--- config.mk ---
export PLATFORM = sky130hd
export DESIGN_NAME = stream_mux_arb
export DESIGN_NICKNAME = d
export VERILOG_FILES = /design/src/rtl/stream_mux_arb.sv
export SDC_FILE = /design/constraint.sdc
export NUM_CORES = 1
export LEC_CHECK = 0
export ABC_AREA = 1
export ABC_CLOCK_PERIOD_IN_PS = 4860
export BUFFER_PORTS_ARGS = -buffer_cell sky130_fd_sc_hd__buf_2
export CORE_AREA = 10 10 114 116
export CTS_CLUSTER_SIZE = 28
export DETAILED_ROUTE_END_ITERATION = 12
export DIE_AREA = 0 0 124 126
export GPL_TIMING_DRIVEN = 0
export PLACE_DENSITY = 0.77
export SLEW_MARGIN = 0
export SYNTH_ARGS = -nofsm -noshare
export SYNTH_HDL_FRONTEND = slang
export SYNTH_SLANG_ARGS = --single-unit
--- constraint.sdc ---
create_clock -name clk -period 4.86 [get_ports clk]
set_clock_uncertainty 0.2 [all_clocks]
set_input_delay 1.215 -clock clk [delete_from_list [all_inputs] [get_ports clk]]
set_output_delay 1.215 -clock clk [all_outputs]
set_load 0.01 [all_outputs]
--- src/rtl/stream_mux_arb.sv ---
// stream_mux_arb: N-channel valid/ready stream multiplexer with a registered output stage,
// fixed select (MODE 0) or round-robin (MODE 1). Define STREAM_MUX_ARB_LAST_EN for packet locking.
module stream_mux_arb #(
  parameter int WIDTH = 32,
  parameter int N     = 8,
  parameter int SEL_W = 3,
  parameter int MODE  = 0
) (
  input  logic               clk,
  input  logic               rst,
  input  logic [SEL_W-1:0]   sel,
  input  logic [N-1:0]       in_valid,
  output logic [N-1:0]       in_ready,
  input  logic [N*WIDTH-1:0] in_data,
`ifdef STREAM_MUX_ARB_LAST_EN
  input  logic [N-1:0]       in_last,
  output logic               out_last,
`endif
  output logic               out_valid,
  input  logic               out_ready,
  output logic [WIDTH-1:0]   out_data,
  output logic [SEL_W-1:0]   out_id
);

  logic             load;
  logic             grant_vld;
  logic [SEL_W-1:0] grant;
  logic [WIDTH-1:0] grant_data;
  logic             xfer;
  logic             xfer_last;
  logic [SEL_W-1:0] rr_ptr;
  logic [SEL_W-1:0] rr_grant;
  logic             rr_found;

`ifdef STREAM_MUX_ARB_LAST_EN
  logic             locked;
  logic [SEL_W-1:0] lock_id;
`endif

  function automatic int rr_idx(input logic [SEL_W-1:0] base, input int k);
    int s;
    s = int'(base) + k;
    return (s >= N) ? s - N : s;
  endfunction

  // Reset also blocks acceptance so no upstream beat is consumed and then discarded.
  assign load = !rst && (!out_valid || out_ready);

  // NOTE: every variable written in always_comb gets a default first, so no path infers a latch.
  always_comb begin
    rr_found = 1'b0;
    rr_grant = '0;
    for (int k = 0; k < N; k++) begin
      if (!rr_found && in_valid[rr_idx(rr_ptr, k)]) begin
        rr_found = 1'b1;
        rr_grant = SEL_W'(rr_idx(rr_ptr, k));
      end
    end
  end

  always_comb begin
    grant     = '0;
    grant_vld = 1'b0;
    if (MODE == 0) begin
      grant     = sel;
      grant_vld = (int'(sel) < N);
    end else begin
      grant     = rr_grant;
      grant_vld = rr_found;
    end
`ifdef STREAM_MUX_ARB_LAST_EN
    if (locked) begin
      grant     = lock_id;
      grant_vld = 1'b1;
    end
`endif
  end

  always_comb begin
    in_ready   = '0;
    grant_data = '0;
    for (int i = 0; i < N; i++) begin
      if (grant == SEL_W'(i)) begin
        in_ready[i] = load && grant_vld;
        grant_data  = in_data[i*WIDTH +: WIDTH];
      end
    end
  end

  assign xfer = |(in_valid & in_ready);

`ifdef STREAM_MUX_ARB_LAST_EN
  assign xfer_last = |(in_valid & in_ready & in_last);
`else
  // Without packet framing every beat is its own packet.
  assign xfer_last = 1'b1;
`endif

  // NOTE: sequential state uses non-blocking assignments so all registers update from the same pre-edge values.
  always_ff @(posedge clk) begin
    if (rst) begin
      out_valid <= 1'b0;
      out_data  <= '0;
      out_id    <= '0;
      rr_ptr    <= '0;
    end else begin
      if (load) out_valid <= xfer;
      if (xfer) begin
        out_data <= grant_data;
        out_id   <= grant;
      end
      if (MODE != 0 && xfer && xfer_last)
        rr_ptr <= (grant == SEL_W'(N - 1)) ? '0 : grant + 1'b1;
    end
  end

`ifdef STREAM_MUX_ARB_LAST_EN
  always_ff @(posedge clk) begin
    if (rst) begin
      locked   <= 1'b0;
      lock_id  <= '0;
      out_last <= 1'b0;
    end else if (xfer) begin
      out_last <= xfer_last;
      locked   <= !xfer_last;
      lock_id  <= grant;
    end
  end
`endif

endmodule

==> summary.md, run 1 <==
| Metric | Value |
|---|---|
| Post-synthesis average cell area | ~5.5 µm² |
| Number of fill cells | between 1000 and 1500 |
| Fin cells | between 1000 and 1500 |
| Startpoint Class | input pin |
| Vias per cell | between 5 and 6 |
| Max cap viols | 0 |
| Setup Buffers After CTS | 0 |
| Setup TNS | 0 ns |
| Post-route ant nets | 0 |
| Crit share post-route | 0.7729 |
| Slowest CP cell | a21oi_2 |
| Nets@finish | ~1300 |
| Worst skew pair latency | around 0.29 ns |
| Achievable frequency | 266.2 MHz |
| Placed insts | 1143 |
| HPWL Detailed | between 15000 and 20000 µm |
| Sequential Area | 720.7 µm² |
| Buffer depth of the longest clock path | 2 |
| Hold Path Class | flip-flop to flip-flop |
| Clk sink count | 36 |
| Routed vias | approximately 6000 |
| Maximum fanout along the worst path | 9 |
| Worst IR Drop VDD | roughly 0.00012 V |
| Worst-path clk slew | ~0.080 ns |
| PD cells | 189.2 nW/µm² |
| Initial DRC count | around 380 |
| Layout cell share with drive strength beyond 1 | 0.3511 |
| Pleak | approximately 0.0030 µW |
| Std-Cell Rows | 38 |
| Util after Layout | 0.5261 |
| Detailed-route wire length per cell | between 15 and 20 µm |
| Slew Viols, Final | 0 |
| Yosys warning count | 0 |
| Pre-Repair DR Iteration Count | 6 |
| CTS buffer count | 5 |
| Die Footprint | approximately 16000 µm² |
| Die width | about 120 µm |
| Status | completed |
| Initial core utilization | 0.3542 |
| Area delta synth->final | 48.55% |
| Vias in the first global route | around 6000 |
| Clock root buffer | clkbuf_8 |
| Area of the multi-input gates | 2648 µm² |
| CP Cell Sequence | buf_2 -> inv_1 -> a21oi_2 -> inv_1 -> nor3_1 -> buf_2 |
| GRT Overall Usage | 0.2571 |
| Total design power | 1065 µW |
| Global-route wire length before repair | 31860 µm |
| Gpl congestion | around 0.97 |
| CTS tree | built |
| Setup slack at placement | about 1.1 ns |
| Synth unique cells | 22 |
| Final setup fails | 0 |
| Worst-Margin Slew | 0.6218 ns |
| Final-report hold violation count | 0 |
| Hold-fix buffers, CTS | 0 |
| H-tree depth | 2 |
| Req. time, crit path | 3.44 ns |
| Top cell type's share of synthesized area | 0.1932 |
| Syn Std Cell Area | approximately 3800 µm² |
| Antenna violations before repair | 2 |
| # IOs | 314 |
| Mapped Nets | 963 |
| Final Worst Setup Slack | between 1 and 1.5 ns |
| Slew Limit Headroom | 0.5855 |
| Buf/Inv on CP | 4 |
| DRC errors left | 0 |
| Tmin final | 3.756 ns |
| Max stage delay on crit path | roughly 0.36 ns |
| Total Wirelength | 21860 µm |
| Kind of critical path | input pin to output pin |
| Top cells by area, synth | nand2_1 (19%), dfxtp_1 (19%), nand4_1 (16%), nor2_1 (13%), nand3_1 (9.8%) |
| Arr. time, crit path | 2.34 ns |
| Die height | 126 µm |
| Top Family by Delay on Critical Path | buffers and inverters |
| Largest net degree at the start of global routing | 12 |
| Input/output buffers | between 300 and 400 |
| Cells after synthesis | 693 |
| Core Area | 10700 µm² |
| Synth area leader | nand2_1 |
| Sequential-to-total area share from yosys stat | 0.1902 |
| Post_cts resized | 0 |
| CP endpoint kind | output pin |
| Unrepaired setup endpoints after global routing | no |
| Number of synthesized register bits | 36 |
| Grt ovf | 0 |
==> tightest hold or removal path, stage by stage (launching register included) <==
cell and delay, ns:
dfxtp_1 0.33, o21ai_1 0.07, inv_1 0.04
==> stage by stage <==
stage	cell area (µm²)	hold WS [ns]
global placement	5515	0.2372
finish	5628	0.2599
detailed placement	5515	0.2452
CTS	5623	0.2636
floorplan	3789	0.2950
global route	5625	0.3012
==> layer usage <==
layer  part of all wire  vias to the layer above  global-route usage
li1                   -                     2942                   -
met1               0.35                     2673              0.2676
met2               0.49                      370              0.4615
met3               0.12                       41             0.08534
met4              0.036                        0             0.09892
met5                  0                        -                   0
==> area by class of cell <==
cell class | count | share of cell area
buffer | 56 | 0.04580
multi-input combinational | 559 | 0.4704
timing repair buffer | 310 | 0.2757
clock inverter | 2 | 0.006225
inverter | 42 | 0.02890
antenna | 2 | 0.0008893
clock buffer | 6 | 0.01289
sequential | 36 | 0.1281
tap | 140 | 0.03112
==> sequential cells by signal (all words and copies together), names as in the netlist <==
name and cells:
out_id 3, out_data 32, out_valid 1
==> synthesized netlist by cell type <==
| cell type | n |
|---|---|
| a21oi_1 | 2 |
| a21oi_2 | 1 |
| buf_1 | 5 |
| buf_2 | 14 |
| buf_4 | 2 |
| buf_6 | 3 |
| clkbuf_1 | 32 |
| dfxtp_1 | 36 |
| inv_1 | 38 |
| inv_2 | 2 |
| inv_4 | 2 |
| nand2_1 | 195 |
| nand2_2 | 7 |
| nand2_8 | 1 |
| nand3_1 | 74 |
| nand3b_1 | 32 |
| nand4_1 | 96 |
| nor2_1 | 135 |
| nor2_2 | 4 |
| nor2_8 | 2 |
| nor3_1 | 8 |
| o21ai_1 | 2 |
==> cells in the final DEF (no fill, tap or decap), types with 3 or more instances in the layout <==
cell type / Yosys / final
nand3b_1: 32 / 32
nor2_1: 135 / 135
nand3_1: 74 / 74
nand2_2: 7 / 7
buf_2: 14 / 324
clkbuf_1: 32 / 33
clkbuf_8: 0 / 5
buf_1: 5 / 5
nor2_2: 4 / 4
nor3_1: 8 / 8
buf_6: 3 / 3
nand2_1: 195 / 195
nand4_1: 96 / 96
dfxtp_1: 36 / 36
inv_1: 38 / 38
==> report_power, final <==
part           internal (µW)  switching [µW]
clock network            152             112
logic                    196             263
registers                327            14.7
total                    675             390
==> cell families after synthesis <==
| family | after synthesis | share of synthesized area |
|---|---|---|
| buf+inv | 98 | 0.1110 |
| simple gates | 554 | 0.6912 |
| flops | 36 | 0.1902 |
| compound gates | 5 | 0.007596 |
==> path summary, 6_finish.rpt <==
| check | depth (start not counted) | start | slack (ns) | endpoint |
|---|---|---|---|---|
| hold / removal | 2 | out_id[2]$_SDFFE_PP0P_ | 0.26 | out_id[2]$_SDFFE_PP0P_ |
| setup reg to reg | 9 | out_valid$_SDFFE_PP0N_ | 2.87 | out_data[18]$_SDFFE_PP0P_ |
| setup / recovery | 6 | out_ready | 1.10 | in_ready[1] |
| hold reg to reg | 2 | out_id[2]$_SDFFE_PP0P_ | 0.26 | out_id[2]$_SDFFE_PP0P_ |
Power figures use the tool's default switching activity.
==> run 2, diff against run 1 <==
==> config.mk (replaced) <==
export PLATFORM = sky130hd
export DESIGN_NAME = stream_mux_arb
export DESIGN_NICKNAME = d
export VERILOG_FILES = /design/src/rtl/stream_mux_arb.sv
export SDC_FILE = /design/constraint.sdc
export NUM_CORES = 1
export LEC_CHECK = 0
export ABC_AREA = 0
export ABC_CLOCK_PERIOD_IN_PS = 3600
export BUFFER_PORTS_ARGS = -buffer_cell sky130_fd_sc_hd__buf_2
export CORE_AREA = 10 10 115 117
export CTS_CLUSTER_SIZE = 28
export DETAILED_ROUTE_END_ITERATION = 12
export DIE_AREA = 0 0 125 127
export GPL_TIMING_DRIVEN = 0
export PLACE_DENSITY = 0.76
export SLEW_MARGIN = 0
export SYNTH_ARGS = -nofsm -noshare
export SYNTH_HDL_FRONTEND = slang
export SYNTH_SLANG_ARGS = --single-unit
==> constraint.sdc (replaced) <==
create_clock -name clk -period 3.6 [get_ports clk]
set_clock_uncertainty 0.2 [all_clocks]
set_input_delay 0.9 -clock clk [delete_from_list [all_inputs] [get_ports clk]]
set_output_delay 0.9 -clock clk [all_outputs]
set_load 0.01 [all_outputs]
==> run 2 against run 1 <==
Compared with the run above:
- count of clock-buffer cells in the layout is 1 lower
- via count is 8.1% lower
- global-route usage hardly changed
- synthesized cell count is 35% lower
- total power is 55% higher
- die area is 1.6% higher
- flip-flop and latch count stayed put
- area after synthesis hardly changed
- largest power group unchanged
- core utilization is 1.3 points lower
- highest routed layer is now met5
- worst hold slack better by 0.026 ns
- sequential share of layout area is 0.19 points lower
==> summary.md, run 2 <==
| Metric | Value |
|---|---|
| Mapped Nets | 723 (was 963) |
| Worst Reg2Reg Path Length in Cells | 5 (was 9) |
| Vias per cell | 6.046 (was 5.226) |
| Pre-Repair DR Iteration Count | 6 (unchanged) |
| Worst skew pair latency | 0.28 ns (was 0.29 ns) |
| Post-synth EDFFs | 0 (unchanged) |
| Final Worst Setup Slack | 0.1350 ns (was 1.104 ns) |
| Worst IR Drop VDD | 0.0001687 V (was 0.0001176 V) |
| R2r setup slk | 1.79 ns (was 2.87 ns) |
| CP Launch Point | sel[1] (was out_ready) |
| Req. time, crit path | 2.50 ns (was 3.44 ns) |
| Hold-fix buffers, CTS | 0 (unchanged) |
| Kind of critical path | input pin to output pin (unchanged) |
| Synth top cells by count | clkbuf_1 (39), dfxtp_1 (36), a21oi_1 (34), nand2_1 (34), o21ai_0 (34) (was nand2_1 (195), nor2_1 (135), nand4_1 (96)) |
| Hold Path Class | flip-flop to flip-flop (unchanged) |
| Max cap viols | 0 (unchanged) |
| Initial DRC count | 711 (was 383) |
| H-tree depth | 2 (unchanged) |
| Pleak | 0.002639 µW (was 0.003035 µW) |
| Die Footprint | 15880 µm² (was 15620 µm²) |
| Clock root buffer | clkbuf_16 (was clkbuf_8) |
| Arr. time, crit path | 2.37 ns (was 2.34 ns) |
| Vias in the first global route | 5899 (was 6054) |
| Slew Limit Headroom | 0.5219 (was 0.5855) |
| Total design power | 1649 µW (was 1065 µW) |
| Achievable frequency | 288.6 MHz |
| PD cells | 288.8 nW/µm² (was 189.2 nW/µm²) |
| Number of fill cells | 1201 (was 1229) |
| Most frequent cells in the layout | buf_2 (321), clkbuf_1 (37), dfxtp_1 (36) (was buf_2 (324), nand2_1 (195), nor2_1 (135)) |
| Final setup fails | 0 (unchanged) |
| Cells after synthesis | 453 (was 693) |
| Unrepaired setup endpoints after global routing | no (unchanged) |
| Routed vias | 5538 (was 6026) |
| Max reg flops | 32 (unchanged) |
| Std-Cell Rows | 39 (was 38) |
| Asr flop ratio synth | 0 (unchanged) |
| CP Cell Sequence | buf_2 -> buf_4 -> buf_2 -> nor3_4 -> clkbuf_2 -> and2_1 -> buf_2 (was buf_2 -> inv_1 -> a21oi_2 -> inv_1 -> nor3_1 -> buf_2) |
| Biggest register | out_data (unchanged) |
| Setup slack at placement | -0.1655 ns (was 1.099 ns) |
| Setup crit end | in_ready[4] (was in_ready[1]) |
| Antenna violations before repair | 4 (was 2) |
| Area delta synth->final | 50.58% (was 48.55%) |
| Die height | 127 µm (was 126 µm) |
| Area post-placement | 5533 µm² (was 5515 µm²) |
| DRC errors left | 0 (unchanged) |
| RR Startpoint | out_valid$_SDFFE_PP0N_ (unchanged) |
| Synth unique cells | 34 (was 22) |
| Syn Std Cell Area | 3792 µm² (was 3789 µm²) |
| Final-report hold violation count | 0 (unchanged) |
| Post-route cell area | 5710 µm² (was 5628 µm²) |
| Start point of the worst hold path | out_id[1]$_SDFFE_PP0P_ (was out_id[2]$_SDFFE_PP0P_) |
| Layout cell share with drive strength beyond 1 | 0.5019 (was 0.3511) |
| # IOs | 314 (unchanged) |
| Largest registers | out_data (32), out_id (3), out_valid (1) (unchanged) |
| Commonest non-fill, non-tap cell in the layout | buf_2 (unchanged) |
| Nets@finish | 1040 (was 1280) |
| Initial core utilization | 0.3409 (was 0.3542) |
| Setup Buffers After CTS | 0 (unchanged) |
| Number of synthesized register bits | 36 (unchanged) |
| Gpl congestion | 1.002 (was 0.9669) |
| Max stage delay on crit path | 0.32 ns (was 0.36 ns) |
| CTS buffer count | 5 (unchanged) |
| Sequential-to-total area share from yosys stat | 0.1900 (was 0.1902) |
| HPWL Detailed | 18150 µm (was 18490 µm) |
| Worst-path clk slew | 0.06 ns (was 0.08 ns) |
| Post-synthesis average cell area | 8.372 µm² (was 5.467 µm²) |
| Yosys warning count | 0 (unchanged) |
| Detailed-route wire length per cell | 24.29 µm (was 18.95 µm) |
| Total Wirelength | 22250 µm (was 21860 µm) |
| Slowest CP cell | clkbuf_2 (was a21oi_2) |
| Util after Layout | 0.5133 (was 0.5261) |
| Core Area | 11130 µm² (was 10700 µm²) |
| Die width | 125 µm (was 124 µm) |
| Grt ovf | 0 (unchanged) |
| Synth area leader | dfxtp_1 (was nand2_1) |
| Worst-Margin Slew | 0.7171 ns (was 0.6218 ns) |
| Maximum fanout along the worst path | 10 (was 9) |
| Slew Viols, Final | 0 (unchanged) |
| Input/output buffers | 312 (was 310) |
| Clk sink count | 36 (unchanged) |
| Global-route wire length before repair | 33210 µm (was 31860 µm) |
| CP endpoint kind | output pin (unchanged) |
| Buffer depth of the longest clock path | 2 (unchanged) |
| RR Endpoint | out_data[14]$_SDFFE_PP0P_ (was out_data[18]$_SDFFE_PP0P_) |
| Most common cell in the netlist | clkbuf_1 (was nand2_1) |
| Crit share post-route | 0.9625 |
| Status | completed (unchanged) |
| Post-route ant nets | 0 (unchanged) |
| Largest net degree at the start of global routing | 13 (was 12) |
| Top cell type's share of synthesized area | 0.1900 (was 0.1932) |
| Startpoint Class | input pin (unchanged) |
| Most used cell, CP | buf_2 |
| CTS tree | built (unchanged) |
| Dominant synthesized flop cell | dfxtp_1 (unchanged) |
| Top cells by area, synth | dfxtp_1 (19%), mux2_2 (9.5%), a221o_1 (8.4%), a222oi_1 (8.4%), mux2i_1 (8.4%) (was nand2_1 (19%), dfxtp_1 (19%), nand4_1 (16%), nor2_1 (13%), nand3_1 (9.8%)) |
| Tmin final | 3.465 ns |
| GRT Overall Usage | 0.2569 (was 0.2571) |
==> run 2: worst min path at each step <==
stage	end	slack [ns]	cells after the start
final	out_id[1]$_SDFFE_PP0P_	0.29	2
after global routing	out_id[1]$_SDFFE_PP0P_	0.30	2
after CTS	out_id[1]$_SDFFE_PP0P_	0.28	2
after detailed placement	out_id[1]$_SDFFE_PP0P_	0.28	2
after global placement	out_id[1]$_SDFFE_PP0P_	0.26	2
after floorplan	out_id[0]$_SDFFE_PP0P_	0.30	2
==> run 2: metal layers <==
layer | vias up | GRT usage | part of all wire
met5 | - | 0 | 0.0010
met4 | 4 | 0.08604 | 0.026
met3 | 45 | 0.06782 | 0.091
met2 | 352 | 0.4335 | 0.49
met1 | 2617 | 0.3105 | 0.40
li1 | 2520 | - | -
==> run 2: cells by family after synthesis <==
| family | count (synthesis) | synth area share |
|---|---|---|
| AO/OA/AOI/OAI | 231 | 0.4583 |
| multiplexers | 68 | 0.2013 |
| buffers and inverters | 67 | 0.08875 |
| AND/OR/NAND/NOR | 51 | 0.06170 |
| flip-flops | 36 | 0.1900 |
==> run 2: report_power, final <==
part | switching [µW] | total, µW | internal (µW)
Combinational | 368 | 693 | 325
Sequential | 20.8 | 459 | 439
Clock | 171 | 497 | 325
==> run 2: final cells by class <==
class	instances	area (µm²)	area share
Clock buffer	5	125.1	0.02191
Multi-Input combinational cell	350	2744	0.4805
Buffer	64	329.1	0.05762
Sequential cell	36	720.7	0.1262
Clock inverter	3	42.54	0.007450
Antenna cell	2	5.005	0.0008764
Timing Repair Buffer	312	1562	0.2734
Tap cell	143	178.9	0.03133
Inverter	1	3.754	0.0006573
==> run 2: through the flow <==
| stage | hold slack [ns] | TNS [ns] | cells |
|---|---|---|---|
| after floorplan | 0.2987 | 0 | 453 |
| after global placement | 0.2608 | -0.3691 | 908 |
| after detailed placement | 0.2750 | -0.3380 | 908 |
| after CTS | 0.2831 | 0 | 916 |
| after global routing | 0.2986 | 0 | 915 |
| final | 0.2856 | 0 | 916 |
==> run 2: repair_timing <==
item	CTS	global route
gates resized for setup	3	3
endpoints found under the setup margin	4	5
cloned	0	0
==> run 2: critical path, delay by kind of cell <==
kind	cells	cell delay, ns
buffers and inverters	5	0.99
AND/OR/NAND/NOR	2	0.47
==> run 3, diff against run 2 <==
--- a/config.mk
+++ b/config.mk
@@ -6,14 +6,16 @@
 export NUM_CORES = 1
 export LEC_CHECK = 0
 export ABC_AREA = 0
-export ABC_CLOCK_PERIOD_IN_PS = 3600
+export ABC_CLOCK_PERIOD_IN_PS = 4000
 export BUFFER_PORTS_ARGS = -buffer_cell sky130_fd_sc_hd__buf_2
-export CORE_AREA = 10 10 115 117
+export CORE_AREA = 10 10 113 115
+export CTS_BUF_LIST = sky130_fd_sc_hd__clkbuf_4
 export CTS_CLUSTER_SIZE = 28
 export DETAILED_ROUTE_END_ITERATION = 12
-export DIE_AREA = 0 0 125 127
+export DIE_AREA = 0 0 123 125
 export GPL_TIMING_DRIVEN = 0
-export PLACE_DENSITY = 0.76
+export PLACE_DENSITY = 0.79
+export SETUP_SLACK_MARGIN = 0.5
 export SLEW_MARGIN = 0
 export SYNTH_ARGS = -nofsm -noshare
 export SYNTH_HDL_FRONTEND = slang
==> constraint.sdc (replaced) <==
create_clock -name clk -period 4 [get_ports clk]
set_clock_uncertainty 0.2 [all_clocks]
set_input_delay 1 -clock clk [delete_from_list [all_inputs] [get_ports clk]]
set_output_delay 1 -clock clk [all_outputs]
set_load 0.01 [all_outputs]
==> run 3 against run 2 <==
Compared with the run above:
- setup slack better by 0.46 ns
- global-route usage up 1.1 points
- clock power down 46%
- first-iteration DRC count up 20%
- total power down 21%
- critical endpoint unchanged
- largest cell class unchanged
==> summary.md, run 3 (synthesized netlist as in run 2, its figures left out) <==
| Metric | Value |
|---|---|
| Global-route wire length before repair | 32670 µm (was 33210 µm) |
| Die Footprint | 15380 µm² (was 15880 µm²) |
| RR Startpoint | out_valid$_SDFFE_PP0N_ (unchanged) |
| Core Area | 10600 µm² (was 11130 µm²) |
| Hold Path Class | flip-flop to flip-flop (unchanged) |
| CP endpoint kind | output pin (unchanged) |
| Initial DRC count | 852 (was 711) |
| Int Pwr | 829.4 µW (was 1089 µW) |
| Worst IR Drop VDD | 0.0001567 V (was 0.0001687 V) |
| Post-route ant nets | 0 (unchanged) |
| Area post-placement | 5529 µm² (was 5533 µm²) |
| Total stage count of the critical path | 7 (unchanged) |
| Top Family by Delay on Critical Path | buffers and inverters (unchanged) |
| Pre-Repair DR Iteration Count | 7 (was 6) |
| Placed insts | 905 (was 908) |
| Status | completed (unchanged) |
| Worst-Margin Slew | 0.6456 ns (was 0.7171 ns) |
| Achievable frequency | 293.3 MHz |
| Psw | 480.8 µW (was 560.4 µW) |
| Buf/Inv on CP | 5 (unchanged) |
| Clock root buffer | clkbuf_4 (was clkbuf_16) |
| Setup TNS | 0 ns (unchanged) |
| Max cap viols | 0 (unchanged) |
| Largest net degree at the start of global routing | 12 (was 13) |
| DRC errors left | 0 (unchanged) |
| R2r setup slk | 2.19 ns (was 1.79 ns) |
| Slowest CP cell | clkbuf_4 (was clkbuf_2) |
| Slew Viols, Final | 0 (unchanged) |
| Setup crit end | in_ready[4] (unchanged) |
| Most frequent cells in the layout | buf_2 (319), dfxtp_1 (36), clkbuf_1 (35) (was buf_2 (321), clkbuf_1 (37), dfxtp_1 (36)) |
| Layout cell share with drive strength beyond 1 | 0.5078 (was 0.5019) |
| Maximum fanout along the worst path | 10 (unchanged) |
| Slew Limit Headroom | 0.5696 (was 0.5219) |
| Grt ovf | 0 (unchanged) |
| Vias per cell | 6.079 (was 6.046) |
| Max reg flops | 32 (unchanged) |
| Unrepaired setup endpoints after global routing | no (unchanged) |
| RR Endpoint | out_data[16]$_SDFFE_PP0P_ (was out_data[14]$_SDFFE_PP0P_) |
| Kind of critical path | input pin to output pin (unchanged) |
| Final-report hold violation count | 0 (unchanged) |
| Worst-path clk slew | 0.12 ns (was 0.06 ns) |
| Antenna violations before repair | 5 (was 4) |
| Vias in the first global route | 5916 (was 5899) |
| Input/output buffers | 312 (unchanged) |
| Worst skew pair latency | 0.33 ns (was 0.28 ns) |
| Tmin final | between 3 and 4 ns |
| Post-route cell area | 5677 µm² (was 5710 µm²) |
| Most used cell, CP | buf_2 (unchanged) |
| Routed vias | 5574 (was 5538) |
| GRT Overall Usage | 0.2682 (was 0.2569) |
| Worst Reg2Reg Path Length in Cells | 5 (unchanged) |
| Buffer depth of the longest clock path | 2 (unchanged) |
| Commonest non-fill, non-tap cell in the layout | buf_2 (unchanged) |
| CP Cell Sequence | buf_2 -> buf_4 -> clkbuf_4 -> nor3_4 -> buf_6 -> and2_1 -> buf_2 (was buf_2 -> buf_4 -> buf_2 -> nor3_4 -> clkbuf_2 -> and2_1 -> buf_2) |
| Gpl congestion | 0.9310 (was 1.002) |
| Sequential share of power | 0.315 (was 0.279) |
| Final setup fails | 0 (unchanged) |
| Nets@finish | 1043 (was 1040) |
| Detailed-route wire length per cell | 24.00 µm (was 24.29 µm) |
| Pleak | 0.002639 µW (about the same) |
| Biggest register | out_data (unchanged) |
| Total Wirelength | 22010 µm (was 22250 µm) |
| CTS buffer count | 5 (unchanged) |
| Max stage delay on crit path | 0.24 ns (was 0.32 ns) |
| Clk sink count | 36 (unchanged) |
| Req. time, crit path | 2.80 ns (was 2.50 ns) |
| Clk pwr share | 0.205 (was 0.301) |
| PD cells | 230.8 nW/µm² (was 288.8 nW/µm²) |
| # IOs | 314 (unchanged) |
| Hold-fix buffers, CTS | 0 (unchanged) |
| Fin cells | 917 (was 916) |
| Arr. time, crit path | 2.21 ns (was 2.37 ns) |
| CP Launch Point | sel[1] (unchanged) |
| HPWL Detailed | 17990 µm (was 18150 µm) |
| Combinational Power Share | 0.480 (was 0.420) |
| CTS tree | built (unchanged) |
| Largest registers | out_data (32), out_id (3), out_valid (1) (unchanged) |
| H-tree depth | 2 (unchanged) |
| Initial core utilization | 0.3577 (was 0.3409) |
| Std-Cell Rows | 38 (was 39) |
| Startpoint Class | input pin (unchanged) |
| Die height | 125 µm (was 127 µm) |
| Sw Ratio | 0.3670 (was 0.3398) |
| Die width | 123 µm (was 125 µm) |
| Area delta synth->final | 49.69% (was 50.58%) |
| Crit share post-route | 0.8523 |
==> run 3: cell count changes in the layout (fill, tap and decap cells not counted), sizes merged <==
cell,change
buf,+2
clkbuf,+2
clkinvlp,-1
diode,+1
==> run 3: final cells by class <==
type	count	area, µm²
Sequential cell	36	720.7
Clock buffer	6	45.04
Antenna cell	3	7.507
Clock inverter	2	35.03
Timing Repair Buffer	313	1569
Fill cell	1097	4926
Buffer	66	362.8
Inverter	1	6.256
Multi-Input combinational cell	350	2755
Tap cell	140	175.2
==> run 3: worst min-delay path by stage <==
stage                                       from  cells past startpoint                     end
final                     out_id[0]$_SDFFE_PP0P_                      2  out_id[0]$_SDFFE_PP0P_
after global routing      out_id[1]$_SDFFE_PP0P_                      2  out_id[1]$_SDFFE_PP0P_
after CTS                 out_id[0]$_SDFFE_PP0P_                      2  out_id[0]$_SDFFE_PP0P_
after detailed placement  out_id[0]$_SDFFE_PP0P_                      2  out_id[0]$_SDFFE_PP0P_
after global placement    out_id[1]$_SDFFE_PP0P_                      2  out_id[1]$_SDFFE_PP0P_
after floorplan           out_id[0]$_SDFFE_PP0P_                      2  out_id[0]$_SDFFE_PP0P_
==> run 3: power by group through the flow <==
stage,Combinational [µW],Clock [µW],Sequential [µW]
global route,681,288,417
finish,629,269,412
detailed placement,614,0,419
global placement,608,0,418
CTS,619,275,412
floorplan,318,0,437
==> run 3: repair_timing <==
action / in CTS / in global routing
endpoints found under the hold margin: 0 / 0
pin swaps: 1 / 0
resized for setup: 13 / 9
setup buffers: 1 / 0
endpoints found under the setup margin: 7 / 6
==> run 3: layer usage <==
metal,vias to the layer above,global-route usage,part of all wire
li1,2529,-,-
met1,2618,0.3174,0.37
met5,-,0,0.0012
met4,4,0.08088,0.028
met3,48,0.07741,0.11
met2,375,0.4551,0.48
==> run 3: through the flow <==
stage,worst slack (ns),power (µW),util,hold slack [ns]
3_5_place_dp,0.0007929,1034,0.5215,0.2770
6_report,0.5908,1310,0.5354,0.2934
2_1_floorplan,0.6902,755.1,-,0.2987
3_3_place_gp,0.01085,1026,0.5215,0.2618
4_1_cts,0.4988,1306,0.5323,0.2946
5_1_grt,0.5164,1386,0.5354,0.3100
==> run 3: worst register-to-register path: cells and delay by family, from the launching register on <==
kind,cells,cell delay [ns]
and+or+nand+nor,2,0.34
DFF,1,0.33
AOI/OAI and AO/OA,2,0.38
buffers and inverters,1,0.47
